`config.mk`:
```
export PLATFORM = sky130hd
export DESIGN_NAME = ram_req_ctrl
export DESIGN_NICKNAME = d
export VERILOG_FILES = /design/src/rtl/ram_ctrl_pkg.sv /design/src/rtl/ram_req_ctrl.sv
export SDC_FILE = /design/constraint.sdc
export NUM_CORES = 1
export LEC_CHECK = 0
export CAP_MARGIN = 25
export CORE_MARGIN = 8
export CORE_UTILIZATION = 48
export CTS_CLUSTER_DIAMETER = 200
export CTS_CLUSTER_SIZE = 30
export DETAILED_ROUTE_END_ITERATION = 8
export PLACE_DENSITY = 0.84
export SYNTH_ARGS = -nofsm -noshare
export SYNTH_HDL_FRONTEND = slang
export SYNTH_SLANG_ARGS = --single-unit
export TNS_END_PERCENT = 5
```
`constraint.sdc`:
```
create_clock -name clk -period 3.6 [get_ports clk]
set_input_delay 0.36 -clock clk [delete_from_list [all_inputs] [get_ports clk]]
set_output_delay 0.36 -clock clk [all_outputs]
set_load 0.02 [all_outputs]
```
`src/rtl/ram_ctrl_pkg.sv`:
```
// Shared widths and FSM encoding for the RAM request controller.
// Imported by ram_req_ctrl.
package ram_ctrl_pkg;

  localparam int ADDR_W = 8;
  localparam int DATA_W = 16;
  localparam int LEN_W  = 4;

  typedef enum logic [2:0] {
    IDLE,
    WR,
    RD_ISSUE,
    RD_CAPT,
    RD_HOLD
  } state_t;

endpackage

```
`src/rtl/ram_req_ctrl.sv`:
```
// Command front-end for a synchronous RAM: single writes and
// read bursts returned one word at a time over a valid/ready port.
module ram_req_ctrl
  import ram_ctrl_pkg::*;
#(
  parameter int ADDR_W = ram_ctrl_pkg::ADDR_W,
  parameter int DATA_W = ram_ctrl_pkg::DATA_W
) (
  input  logic              clk,
  input  logic              rst_n,
  input  logic              cmd_valid,
  output logic              cmd_ready,
  input  logic              cmd_we,
  input  logic [ADDR_W-1:0] cmd_addr,
  input  logic [LEN_W-1:0]  cmd_len,
  input  logic [DATA_W-1:0] cmd_wdata,
  output logic              rsp_valid,
  input  logic              rsp_ready,
  output logic [DATA_W-1:0] rsp_rdata,
  output logic [ADDR_W-1:0] rsp_addr,
  output logic              rsp_last,
  output logic              ram_we,
  output logic [ADDR_W-1:0] ram_write_address,
  output logic [ADDR_W-1:0] ram_read_address,
  output logic [DATA_W-1:0] ram_data_in,
  input  logic [DATA_W-1:0] ram_data_out
);

  state_t              r_state;
  logic                r_cmd_ready;
  logic                r_we;
  logic [ADDR_W-1:0]   r_waddr;
  logic [DATA_W-1:0]   r_wdata;
  logic [ADDR_W-1:0]   r_addr;
  logic [LEN_W-1:0]    r_cnt;
  logic                r_rsp_valid;
  logic [DATA_W-1:0]   r_rdata;
  logic [ADDR_W-1:0]   r_rsp_addr;
  logic                r_last;

  logic                w_cmd_hs;
  logic                w_rsp_hs;

  assign w_cmd_hs = cmd_valid && r_cmd_ready;
  assign w_rsp_hs = r_rsp_valid && rsp_ready;

  always_ff @(posedge clk or negedge rst_n) begin
    if (!rst_n) begin
      r_state     <= IDLE;
      r_cmd_ready <= 1'b0;
      r_we        <= 1'b0;
      r_waddr     <= '0;
      r_wdata     <= '0;
      r_addr      <= '0;
      r_cnt       <= '0;
      r_rsp_valid <= 1'b0;
      r_rdata     <= '0;
      r_rsp_addr  <= '0;
      r_last      <= 1'b0;
    end else begin
      unique case (r_state)
        IDLE: begin
          r_cmd_ready <= 1'b1;
          if (w_cmd_hs) begin
            r_cmd_ready <= 1'b0;
            if (cmd_we) begin
              r_waddr <= cmd_addr;
              r_wdata <= cmd_wdata;
              r_we    <= 1'b1;
              r_state <= WR;
            end else begin
              r_addr  <= cmd_addr;
              r_cnt   <= cmd_len;
              r_state <= RD_ISSUE;
            end
          end
        end
        WR: begin
          r_we        <= 1'b0;
          r_cmd_ready <= 1'b1;
          r_state     <= IDLE;
        end
        // r_addr doubles as the RAM read address, so it is already valid here
        RD_ISSUE: r_state <= RD_CAPT;
        RD_CAPT: begin
          r_rdata     <= ram_data_out;
          r_rsp_addr  <= r_addr;
          r_last      <= (r_cnt == '0);
          r_rsp_valid <= 1'b1;
          r_state     <= RD_HOLD;
        end
        RD_HOLD: begin
          if (w_rsp_hs) begin
            r_rsp_valid <= 1'b0;
            r_last      <= 1'b0;
            if (r_cnt == '0) begin
              r_cmd_ready <= 1'b1;
              r_state     <= IDLE;
            end else begin
              r_cnt   <= r_cnt - LEN_W'(1);
              r_addr  <= r_addr + ADDR_W'(1);
              r_state <= RD_ISSUE;
            end
          end
        end
        default: begin
          r_we        <= 1'b0;
          r_rsp_valid <= 1'b0;
          r_cmd_ready <= 1'b0;
          r_state     <= IDLE;
        end
      endcase
    end
  end

  assign cmd_ready         = r_cmd_ready;
  assign rsp_valid         = r_rsp_valid;
  assign rsp_rdata         = r_rdata;
  assign rsp_addr          = r_rsp_addr;
  assign rsp_last          = r_last;
  assign ram_we            = r_we;
  assign ram_write_address = r_waddr;
  assign ram_read_address  = r_addr;
  assign ram_data_in       = r_wdata;

endmodule
```
* Word-level counts from Yosys, hierarchy flattened
Index checks and enable logic that the tools add are counted.
** Word-level totals
- Logic and storage cells :: 67
- Output and inout bits :: 60
- Input bits :: 49
- Bits in registers :: 67
** Operators by class
- $add $sub $neg :: 2
- Mux-type cells :: 25
- Reduce and logical (&&, ||, !) cells :: 16
- Equality and inequality tests :: 10
- Bitwise gates (word level) :: 3
** Operators with widths (number)
- 8-bit two-way mux :: 4
- 4-bit two-way mux :: 4
- 8-bit one-hot mux with 2 select lines :: 1
- 2-bit != test, second input constant :: 6
- 3-bit one-hot mux with 4 select lines :: 1
- 3-bit AND reduction :: 3
- 8-bit by 1-bit adder with 8-bit output, second input constant :: 1
- 4-bit one-hot mux with 2 select lines :: 1
- 3-bit by 2-bit == test with 1-bit output, second input constant :: 2
- 1-bit two-way mux :: 6
- 3-bit two-way mux :: 2
- 2-bit AND reduction :: 3
- 3-bit OR reduction :: 2
- 5-bit AND reduction :: 1
- 4-bit logical NOT :: 1
- 2-bit two-way mux :: 2
- 1-bit one-hot mux with 2 select lines :: 2
- 1-bit one-hot mux with 4 select lines :: 1
- 2-bit nonzero test :: 2
- 4-bit by 1-bit subtractor with 4-bit output, second input constant :: 1
- 3-bit by 1-bit == test with 1-bit output, second input constant :: 1
- 3-bit == test, second input constant :: 1
- 3-bit logical NOT :: 1
- 1-bit NOT :: 3
- 3 further kinds :: 4

* Longest topological paths before layout
Gate-level depths: netlist of run 1.
- Word-level depth :: 4
- Mapped depth :: 7

* Worst setup path before layout of run 1
No wires, ideal clock.
- Path kind :: register to register
- Start point :: register r_cnt[0]
- End point :: register r_cnt[1]
- Setup time :: 0.125 ns
- Buffers on the path :: 0
- Clock period less this slack :: 1.664 ns
- Arrival time :: 1.539 ns
- Required time :: 3.475 ns
- Path slack :: 1.936 ns
- Cell stages (with the launch flop) :: 7
- Cell sequence :: dfrtp_1 > inv_1 > ha_1 > nor3b_1 > o22a_2 > nor2_1 > mux2_2
** Between the ends
- Word-level cells in the longest chain between the ends :: 4
- Elaborated cells on any way between the ends :: 7
- Classes of those cells :: add/sub: 1; eq/ne: 1; mux: 3; reduce/logical: 2
** RTL lines
- from (decl) :: RTL line ram_req_ctrl.sv:35 : logic [LEN_W-1:0] r_cnt;
- from (signal assigned) :: RTL line ram_req_ctrl.sv:73 : r_cnt <= cmd_len;
- from (signal assigned) :: RTL line ram_req_ctrl.sv:100 : r_cnt <= r_cnt - LEN_W'(1);
- 4-bit by 1-bit subtractor with 4-bit output :: RTL line ram_req_ctrl.sv:100
- 4-bit two-way mux :: RTL line ram_req_ctrl.sv:96 : if (r_cnt == '0) begin
- 4-bit two-way mux :: RTL line ram_req_ctrl.sv:93 : if (w_rsp_hs) begin
- 4-bit one-hot mux with 2 select lines :: RTL line ram_req_ctrl.sv:61 : unique case (r_state)
Parallel ways exist; a longest one is shown, timed or not. The select of a mux whose other input is x is not followed.
A chain may end at the register's enable or synchronous reset.

* Final worst setup path of run 1
- Start point :: register r_state[0]
- End point :: register r_wdata[12], in the netlist ram_data_in[12]
** Between the ends
- Word-level cells in the longest chain between the ends :: 2
** RTL lines
- from (decl) :: RTL line ram_req_ctrl.sv:29 : state_t r_state;
- from (signal assigned) :: RTL line ram_req_ctrl.sv:49 : r_state <= IDLE;
- from (signal assigned) :: RTL line ram_req_ctrl.sv:70 : r_state <= WR;
- from (signal assigned) :: RTL line ram_req_ctrl.sv:74 : r_state <= RD_ISSUE;
- 3-bit logical NOT :: RTL line ram_req_ctrl.sv:61
- 3-bit AND reduction (no line)
- to (signal assigned) :: RTL line ram_req_ctrl.sv:68 : r_wdata <= cmd_wdata;
- to (decl) :: RTL line ram_req_ctrl.sv:33 : logic [DATA_W-1:0] r_wdata;
Every way passes these cells.

==> implementation parameters, run 1 <==
Parameter                              Value

Status
  Status ... finished clean

Synth
  Async set-or-reset flop fraction in the synthesized netlist ... 1.00
  Post-synthesis sequential element count ... 67
  Most common cell in the netlist ... sky130_fd_sc_hd__dfrtp_1
  Nets in the synthesized netlist ... 284
  Number of warnings issued by yosys ... 0
  Syn Std Cell Area ... 3000 um^2
  Share of the synthesized area in the top cell type ... 0.559
  Number of distinct library cells after synthesis ... 42
  Top post-synthesis cells by count ... sky130_fd_sc_hd__dfrtp_1, sky130_fd_sc_hd__mux2_2, sky130_fd_sc_hd__mux2_4, sky130_fd_sc_hd__o21ai_0, sky130_fd_sc_hd__a21oi_1
  Cell taking the most area after synthesis ... sky130_fd_sc_hd__dfrtp_1
  Top flip-flop cell by instance count after synthesis ... sky130_fd_sc_hd__dfrtp_1
  Cells taking the most area after synthesis ... sky130_fd_sc_hd__dfrtp_1, sky130_fd_sc_hd__mux2_2, sky130_fd_sc_hd__mux2_4
  Synthesized area per cell ... 12.9 um^2
  Count of flip-flops with a built-in enable after synthesis ... 0
  Synth Instances ... 233
  Post-synthesis sequential area ratio ... 0.559

Worst hold path
  Worst min-delay path class ... primary input to asynchronous set/reset pin

Timing
  Minimum clock period after layout ... 1.99 ns
  Final max-slew violation count ... 0
  Layout Skew ... 0.0130 ns
  Final worst path period share ... 0.552
  Max Freq ... 503 MHz
  Total count of hold-check failures in the final report ... 0
  Worst Tran Pin Value ... 0.645 ns
  Unrepaired setup endpoints after global routing ... false
  Sum of negative setup slack ... 0 ns
  Remaining max-slew budget at the tightest pin ... 0.569
  Setup violation total in the final timing report ... 0

Critical path
  Reg2reg path depth ... 4
  Data arrival, critical path ... 2.20 ns
  Req. time, crit path ... 3.81 ns
  Worst Setup Start Kind ... flop
  CP Capture Type ... flop
  Largest fanout on the critical path ... 24
  WS Path Type ... flop to flop

Floorplan
  Core region area ... 6200 um^2
  Total number of placement rows ... 29
  Die ar. ... 9030 um^2
  Effective utilization at floorplan ... 0.483
  Die span in y ... 95.0 um
  Number of primary I/O pins ... 109
  Chip width ... 95.0 um

Cells and area
  Number of nets in the final layout ... 396
  Fill cell count ... 463
  N_diodes ... 0
  Fraction of layout cells with a size suffix above 1 ... 0.217
  Count of placed standard cells in the final layout, fillers left out ... 427
  Growth of design area from synthesis to finish ... 44.3%

Clocking
  Number of H-tree branching levels ... 3
  Maximum number of buffers from clock root to sink ... 2
  Clock-pin transition on the worst setup and hold timing paths ... 0.08 ns
  Source-to-sink clock delay at the later pin of the worst-skew pair ... 0.33 ns
  CTS root buffer ... sky130_fd_sc_hd__clkbuf_8
  Cts bufs inserted ... 9
  Post-CTS Repair Setup Buffers ... 0
  Clock tree from TritonCTS ... done
  Sinks on Clock Net ... 67

Place
  Half-perimeter wire length after placement ... 5.45 mm
  Number of placed instances, taps included ... 409
  Routability cong. ... 0.856
  PortBufs ... 108

Detailed routing
  Routed wire length on met2 ... 3.46 mm
  Met3 Routed Length ... 587 um
  Final routed wirelength across all metal layers ... 7.31 mm
  Residual DRC count ... 0
  Antenna viol nets, final ... 0
  Vias per cell ... 5.29
  DRT Pass-1 Iters ... 4
  Via count ... 2257
  Top layer reached by signal wires ... met4
  Detail-routed net length per standard cell ... 17.1 um
  Routed length on met1 ... 3.20 mm
  Drt initial violations ... 111

Global route
  Total grt overflow ... 0
  Combined global-route utilization of all metal layers ... 0.163
  Antenna violations before repair ... 0
  Global-route wire length before repair ... 11.6 mm
  Pin count of the biggest net entering global routing ... 43
  Number of global-route vias before repair ... 2374

Pwr
  Power Density ... 939 nW/um^2
  Highest ir drop seen on vdd ... 0.671 mV
  LEAKAGE ... 0.00181 uW

Flow run
  Reported max-cap violation count ... 0
-- flip-flops by register name, indices dropped and copies added (netlist names) --
signal	flops
cmd_ready	1
r_cnt	4
r_state	3
ram_data_in	16
ram_read_address	8
ram_we	1
ram_write_address	8
rsp_addr	8
rsp_last	1
rsp_rdata	16
rsp_valid	1
-- what timing repair did --
action                                 4_1_cts  5_1_grt
hold buffers                                 0        1
resized for setup                            0        0
endpoints found under the hold margin        0        2
-- report_power, final --
part           switching (uW)  internal, uW  leakage [uW]
sequential                297          1130      0.000796
clock                     283           317     0.0000950
combinational             951          1090      0.000918
total                    1530          2530       0.00181
-- path summary, 6_finish.rpt --
check                                   startpoint                               end  slack [ns]
setup / recovery            r_state[0]$_DFFE_PN0P_       ram_data_in[12]$_DFFE_PN0P_        1.61
hold / removal                               rst_n  ram_write_address[6]$_DFFE_PN0P_        0.36
min in group clk           rsp_addr[4]$_DFFE_PN0P_           rsp_addr[4]$_DFFE_PN0P_        0.49
setup reg to reg            r_state[0]$_DFFE_PN0P_       ram_data_in[12]$_DFFE_PN0P_        1.61
max in group asynchronous                    rst_n         rsp_rdata[12]$_DFFE_PN0P_        2.55
hold reg to reg            rsp_addr[4]$_DFFE_PN0P_           rsp_addr[4]$_DFFE_PN0P_        0.49
-- critical path: stages, from the launching register on --
cell and delay (ns):
sky130_fd_sc_hd__dfrtp_1 0.49, sky130_fd_sc_hd__nor2_2 0.38, sky130_fd_sc_hd__and3_1 0.23, sky130_fd_sc_hd__buf_4 0.37, sky130_fd_sc_hd__mux2_2 0.39
-- kinds of logic (layout without fill, tap and decap cells) --
family	Yosys count	count (layout)	share of synthesized area
compound gates	53	53	0.104
fa+ha+maj	2	2	0.00834
buf+inv	19	136	0.0384
flops	67	67	0.559
mux	48	48	0.205
simple gates	44	44	0.0847
-- stage by stage --
stage | hold slack [ns] | utilization | setup slack [ns] | total power (uW) | area [um^2]
6_report | 0.357 | 0.698 | 1.61 | 4060 | 4330
5_1_grt | 0.355 | 0.698 | 1.52 | 4300 | 4330
4_1_cts | 0.191 | 0.693 | 1.63 | 4100 | 4300
3_5_place_dp | 0.473 | 0.662 | 1.45 | 3490 | 4110
3_3_place_gp | 0.467 | 0.662 | 1.48 | 3440 | 4110
2_1_floorplan | 0.0644 | - | 1.94 | 2560 | 3000
-- metal layers --
metal / GRT usage / vias to the layer above
met1: 0.209 / 1094
met3: 0.0504 / 8
li1: - / 1074
met4: 0.0494 / 0
met5: 0 / -
met2: 0.260 / 81
-- layout by cell type, fill, tap and decap left out, drive strengths merged, types with 5 or more instances in the layout --
cell type / netlist / routed
o21ai: 18 / 18
clkdlybuf4s50: 0 / 107
mux2: 48 / 48
clkbuf: 2 / 9
nand3: 5 / 5
a31oi: 5 / 5
buf: 10 / 5
nand2: 11 / 11
dfrtp: 67 / 67
a21oi: 15 / 15
nor3: 7 / 7
inv: 7 / 7
-- area by class of cell --
type,count,area [um^2],share of cell area
multi-input combinational,147,1210,0.279
sequential,67,1680,0.387
inverter,7,26.3,0.00607
clock inverter,7,68.8,0.0159
tap,77,96.3,0.0223
clock buffer,9,124,0.0286
timing repair buffer,113,1130,0.261
(Power assumes the default switching activity.)
==> run 2: changes to the inputs <==
--- a/config.mk
+++ b/config.mk
@@ -7,11 +7,11 @@
 export LEC_CHECK = 0
 export CAP_MARGIN = 25
 export CORE_MARGIN = 8
-export CORE_UTILIZATION = 48
+export CORE_UTILIZATION = 45
 export CTS_CLUSTER_DIAMETER = 200
 export CTS_CLUSTER_SIZE = 30
 export DETAILED_ROUTE_END_ITERATION = 8
-export PLACE_DENSITY = 0.84
+export PLACE_DENSITY = 0.8
 export SYNTH_ARGS = -nofsm -noshare
 export SYNTH_HDL_FRONTEND = slang
 export SYNTH_SLANG_ARGS = --single-unit
==> constraint.sdc (replaced) <==
create_clock -name clk -period 1.9 [get_ports clk]
set_input_delay 0.19 -clock clk [delete_from_list [all_inputs] [get_ports clk]]
set_output_delay 0.19 -clock clk [all_outputs]
set_load 0.02 [all_outputs]
==> implementation parameters, run 2 (same netlist as run 1, synthesis figures left out) <==
Parameter                              Value

Clocking
  Sinks on Clock Net ... 67
  Clock-pin transition on the worst setup and hold timing paths ... 0.07 ns
  Number of H-tree branching levels ... 3
  Clock tree from TritonCTS ... done
  Source-to-sink clock delay at the later pin of the worst-skew pair ... 0.34 ns
  CTS root buffer ... sky130_fd_sc_hd__clkbuf_8
  Maximum number of buffers from clock root to sink ... 2
  Cts bufs inserted ... 9

Pwr
  LEAKAGE ... 0.00186 uW
  Internal cell power ... 4930 uW
  Combinational power share ... 0.522
  Fraction of power consumed by sequential logic ... 0.338
  Power Density ... 1780 nW/um^2
  Relative contribution of the clock network to total power ... 0.140
  Switching power summed over all nets ... 2950 uW
  Highest ir drop seen on vdd ... 1.05 mV
  Net switching share of the total power ... 0.374

Cells and area
  Growth of design area from synthesis to finish ... 47.5%
  Fraction of layout cells with a size suffix above 1 ... 0.242
  Commonest non-fill, non-tap cell in the layout ... sky130_fd_sc_hd__clkdlybuf4s50_1
  Fill cell count ... 483
  Number of nets in the final layout ... 404
  Seq. cell area ... 1680 um^2
  Multi-input gate area in the final layout ... 1220 um^2
  N_diodes ... 0
  Final cell area excluding filler cells ... 4420 um^2
  Most used cells in the layout excluding fill and tap cells ... sky130_fd_sc_hd__clkdlybuf4s50_1, sky130_fd_sc_hd__dfrtp_1, sky130_fd_sc_hd__mux2_2

Timing
  Total count of hold-check failures in the final report ... 0
  Min Hold Slack ... 0.315 ns
  Worst Tran Pin Value ... 0.541 ns
  Minimum clock period after layout ... 1.84 ns
  Final worst path period share ... 0.971
  Unrepaired setup endpoints after global routing ... true
  Max Freq ... 542 MHz
  Sum of negative setup slack ... 0 ns
  Final max-slew violation count ... 0
  Layout Skew ... 0.00704 ns
  Setup violation total in the final timing report ... 0
  Remaining max-slew budget at the tightest pin ... 0.638

Global route
  Number of global-route vias before repair ... 2464
  Total grt overflow ... 0
  Combined global-route utilization of all metal layers ... 0.166
  Global-route wire length before repair ... 12.9 mm
  Pin count of the biggest net entering global routing ... 54
  Antenna violations before repair ... 0

Detailed routing
  Via count ... 2374
  Detail-routed net length per standard cell ... 18.2 um
  Antenna viol nets, final ... 0
  Drt initial violations ... 136
  Residual DRC count ... 0
  DRT Pass-1 Iters ... 4
  Vias per cell ... 5.48
  Final routed wirelength across all metal layers ... 7.88 mm

Place
  Half-perimeter wire length after placement ... 5.92 mm
  Cell Area, Placed ... 4210 um^2
  PortBufs ... 108
  Routability cong. ... 0.851

Critical path
  Crit path from ... r_cnt[0]$_DFFE_PN0P_
  Register-to-register path setup slack ... 0.06 ns
  Capture point of the critical path ... r_cnt[1]$_DFFE_PN0P_
  End of the worst register-to-register path ... r_cnt[1]$_DFFE_PN0P_
  WS Path Type ... flop to flop
  Req. time, crit path ... 2.12 ns
  CP Capture Type ... flop
  Sum of buffers and inverters on the critical path ... 2
  Family of cells with the greatest summed delay on the critical path ... flip-flops
  Worst Setup Start Kind ... flop
  Levels on crit path ... 7
  Slowest cell on the critical path ... sky130_fd_sc_hd__dfrtp_1
  Largest fanout on the critical path ... 6
  Largest incremental delay on the critical path ... 0.35 ns
  Reg2reg path depth ... 7
  Source of the worst register-to-register timing path ... r_cnt[0]$_DFFE_PN0P_
  Data arrival, critical path ... 2.06 ns
  Critical-path cell list ... inv_1, ha_1, nor3b_1, buf_4, o22a_2, nor2_2, mux2_2

Flow run
  Reported max-cap violation count ... 0

Status
  Status ... finished clean

Floorplan
  Total number of placement rows ... 29
  Effective utilization at floorplan ... 0.470
  Die span in y ... 97.6 um
  Number of primary I/O pins ... 109
  Chip width ... 97.6 um
  Core region area ... 6390 um^2
  Die ar. ... 9530 um^2

Worst hold path
  Worst min-delay path class ... primary input to asynchronous set/reset pin
==> run 2: through the flow <==
step                      utilization  power, uW  cells  worst slack [ns]
after floorplan                     -       4860    233             0.236
after global routing            0.693       8320    433           -0.0143
after global placement          0.659       6690    418            0.0879
after detailed placement        0.659       6790    418            0.0171
final                           0.693       7880    433            0.0556
after CTS                       0.691       7930    433            0.0103
==> run 2: layout make-up <==
class                   count  area share
flip-flops and latches     67       0.379
multi-input cells         147       0.277
repair buffers            121       0.274
clock buffers              13      0.0405
well taps                  77      0.0218
inverters                   7     0.00594
clock inverters             1     0.00170
==> run 2: how the worst min path moves through the flow <==
stage | endpoint | slack [ns] | cells past startpoint
after floorplan | cmd_ready$_DFFE_PN0P_ | -0.11 | 0
after global placement | rsp_rdata[11]$_DFFE_PN0P_ | 0.12 | 1
after detailed placement | rsp_rdata[4]$_DFFE_PN0P_ | 0.13 | 1
after CTS | rsp_rdata[4]$_DFFE_PN0P_ | 0.30 | 2
after global routing | rsp_rdata[3]$_DFFE_PN0P_ | 0.33 | 2
final | rsp_rdata[4]$_DFFE_PN0P_ | 0.32 | 2
==> run 2: power groups by stage <==
stage / Combinational, uW / Clock [uW] / Sequential, uW
floorplan: 1490 / 0 / 3370
global placement: 4040 / 0 / 2650
detailed placement: 4110 / 0 / 2680
CTS: 4140 / 1130 / 2670
global route: 4360 / 1190 / 2770
finish: 4110 / 1100 / 2660
==> run 2: repair_timing <==
action / CTS / global route
hold buffers: 1 / 0
gates resized for setup: 1 / 3
pin swaps: 0 / 0
hold endpoints to repair: 14 / 0
buffers inserted: 0 / 0
endpoints found under the setup margin: 1 / 3
==> run 2: worst reg2reg max path, delay by kind of cell, from the launching register on <==
family	cells	cell delay, ns
buffers and inverters	2	0.21
DFF	1	0.35
muxes	1	0.36
adders and majority gates	1	0.22
AOI/OAI and AO/OA	1	0.26
and+or+nand+nor	2	0.33
==> run 2: per-layer routing <==
layer  GRT usage  share of wire
met2       0.247           0.45
met3      0.0633          0.079
met1       0.217           0.46
met4      0.0501          0.014
met5           0              0
==> run 3: changes to the inputs <==
--- a/config.mk
+++ b/config.mk
@@ -12,6 +12,7 @@
 export CTS_CLUSTER_SIZE = 30
 export DETAILED_ROUTE_END_ITERATION = 8
 export PLACE_DENSITY = 0.8
+export SKIP_LAST_GASP = 1
 export SYNTH_ARGS = -nofsm -noshare
 export SYNTH_HDL_FRONTEND = slang
 export SYNTH_SLANG_ARGS = --single-unit
==> implementation parameters, run 3 (same netlist as run 1, synthesis figures left out) <==
Parameter                              Value

Cells and area
  Fraction of layout cells with a size suffix above 1 ... 0.239
  Commonest non-fill, non-tap cell in the layout ... sky130_fd_sc_hd__clkdlybuf4s50_1
  Growth of design area from synthesis to finish ... 47.3%
  N_diodes ... 0
  Fill cell count ... 484
  Most used cells in the layout excluding fill and tap cells ... sky130_fd_sc_hd__clkdlybuf4s50_1, sky130_fd_sc_hd__dfrtp_1, sky130_fd_sc_hd__mux2_2
  Number of nets in the final layout ... 404
  Final cell area excluding filler cells ... 4420 um^2

Detailed routing
  Final routed wirelength across all metal layers ... 7.84 mm
  Drt initial violations ... 116
  Vias per cell ... 5.42
  Residual DRC count ... 0
  Via count ... 2348
  Antenna viol nets, final ... 0
  DRT Pass-1 Iters ... 5
  Detail-routed net length per standard cell ... 18.1 um

Floorplan
  Die ar. ... 9530 um^2
  Total number of placement rows ... 29
  Core region area ... 6390 um^2
  Number of primary I/O pins ... 109
  Chip width ... 97.6 um
  Effective utilization at floorplan ... 0.470
  Die span in y ... 97.6 um

Critical path
  CP Capture Type ... flop
  Slowest cell on the critical path ... sky130_fd_sc_hd__mux2_2
  Register-to-register path setup slack ... 0.07 ns
  Req. time, crit path ... 2.12 ns
  Family of cells with the greatest summed delay on the critical path ... multiplexers
  Sum of buffers and inverters on the critical path ... 2
  Data arrival, critical path ... 2.05 ns
  Critical-path cell list ... inv_1, ha_1, nor3b_1, buf_4, o22a_2, nor2_2, mux2_2
  Worst Setup Start Kind ... flop
  Largest incremental delay on the critical path ... 0.35 ns
  WS Path Type ... flop to flop
  Largest fanout on the critical path ... 6

Clocking
  Post-CTS Repair Setup Buffers ... 0
  CTS root buffer ... sky130_fd_sc_hd__clkbuf_8
  Source-to-sink clock delay at the later pin of the worst-skew pair ... 0.34 ns
  Cts bufs inserted ... 9
  Sinks on Clock Net ... 67
  Number of H-tree branching levels ... 3
  Clock tree from TritonCTS ... done
  Maximum number of buffers from clock root to sink ... 2
  Clock-pin transition on the worst setup and hold timing paths ... 0.07 ns

Timing
  Layout Skew ... 0.00636 ns
  Remaining max-slew budget at the tightest pin ... 0.644
  Total count of hold-check failures in the final report ... 0
  Final max-slew violation count ... 0
  Worst Tran Pin Value ... 0.531 ns
  Unrepaired setup endpoints after global routing ... true
  Worst-case setup margin in the final layout ... 0.0705 ns
  Max Freq ... 547 MHz
  Setup violation total in the final timing report ... 0
  Final worst path period share ... 0.963
  Min Hold Slack ... 0.315 ns
  Minimum clock period after layout ... 1.83 ns

Global route
  Combined global-route utilization of all metal layers ... 0.166
  Global-route wire length before repair ... 12.9 mm
  Pin count of the biggest net entering global routing ... 54
  Total grt overflow ... 0
  Antenna violations before repair ... 0
  Number of global-route vias before repair ... 2464

Pwr
  LEAKAGE ... 0.00186 uW
  Highest ir drop seen on vdd ... 1.05 mV
  Power Density ... 1780 nW/um^2

Worst hold path
  Worst min-delay path class ... primary input to asynchronous set/reset pin

Place
  Pre-CTS setup slack ... 0.0171 ns
  PortBufs ... 108
  Cell Area, Placed ... 4210 um^2
  Half-perimeter wire length after placement ... 5.92 mm
  Routability cong. ... 0.851

Status
  Status ... finished clean

Flow run
  Reported max-cap violation count ... 0
run 3: cell counts in the layout (fill, tap and decap cells not counted):
Identical to the previous run, type by type.
run 3: metrics by stage:
step	util	total power, uW	cells	TNS, ns
after CTS	0.691	7930	433	0
after global placement	0.659	6690	418	0
final	0.692	7870	433	0
after detailed placement	0.659	6790	418	0
after global routing	0.692	8310	433	-0.0159
after floorplan	-	4860	233	0
run 3: worst paths after layout:
kind	start	depth (start not counted)	end
worst min-delay path	rst_n	2	rsp_rdata[4]$_DFFE_PN0P_
worst max-delay path	r_cnt[0]$_DFFE_PN0P_	7	r_cnt[1]$_DFFE_PN0P_
worst min register to register	rsp_addr[4]$_DFFE_PN0P_	2	rsp_addr[4]$_DFFE_PN0P_
min in group clk	ram_data_out[0]	2	rsp_rdata[0]$_DFFE_PN0P_
max in group asynchronous	rst_n	3	ram_read_address[0]$_DFFE_PN0P_
worst max register to register	r_cnt[0]$_DFFE_PN0P_	7	r_cnt[1]$_DFFE_PN0P_
run 3: timing repair:
action                                  CTS  global route
endpoints found under the setup margin    1             3
hold buffers                              1             0
gates resized for setup                   1             2
hold endpoints to repair                 14             0
run 3: routing by layer:
metal	wire (um)	up-vias	track usage
met5	0	-	0
met4	115	0	0.0501
met3	635	13	0.0633
met2	3490	120	0.247
met1	3600	1134	0.217
li1	-	1081	-
run 3: worst reg2reg max path, stage by stage, from the launching register on:
cell	delay, ns
sky130_fd_sc_hd__dfrtp_1	0.34
sky130_fd_sc_hd__inv_1	0.08
sky130_fd_sc_hd__ha_1	0.22
sky130_fd_sc_hd__nor3b_1	0.14
sky130_fd_sc_hd__buf_4	0.14
sky130_fd_sc_hd__o22a_2	0.26
sky130_fd_sc_hd__nor2_2	0.18
sky130_fd_sc_hd__mux2_2	0.35
run 3: layout make-up:
class	instances	area [um^2]	share of cell area
Clock inverter	1	7.51	0.00170
Tap cell	77	96.3	0.0218
Clock buffer	13	179	0.0405
Multi-Input combinational cell	147	1220	0.276
Timing Repair Buffer	121	1210	0.275
Sequential cell	67	1680	0.379
Inverter	7	26.3	0.00595
run 3: power by group:
| group | internal, uW | switching, uW | leakage [uW] |
|---|---|---|---|
| registers | 2140 | 524 | 0.000796 |
| clock network | 602 | 501 | 0.0000936 |
| logic | 2190 | 1910 | 0.000972 |
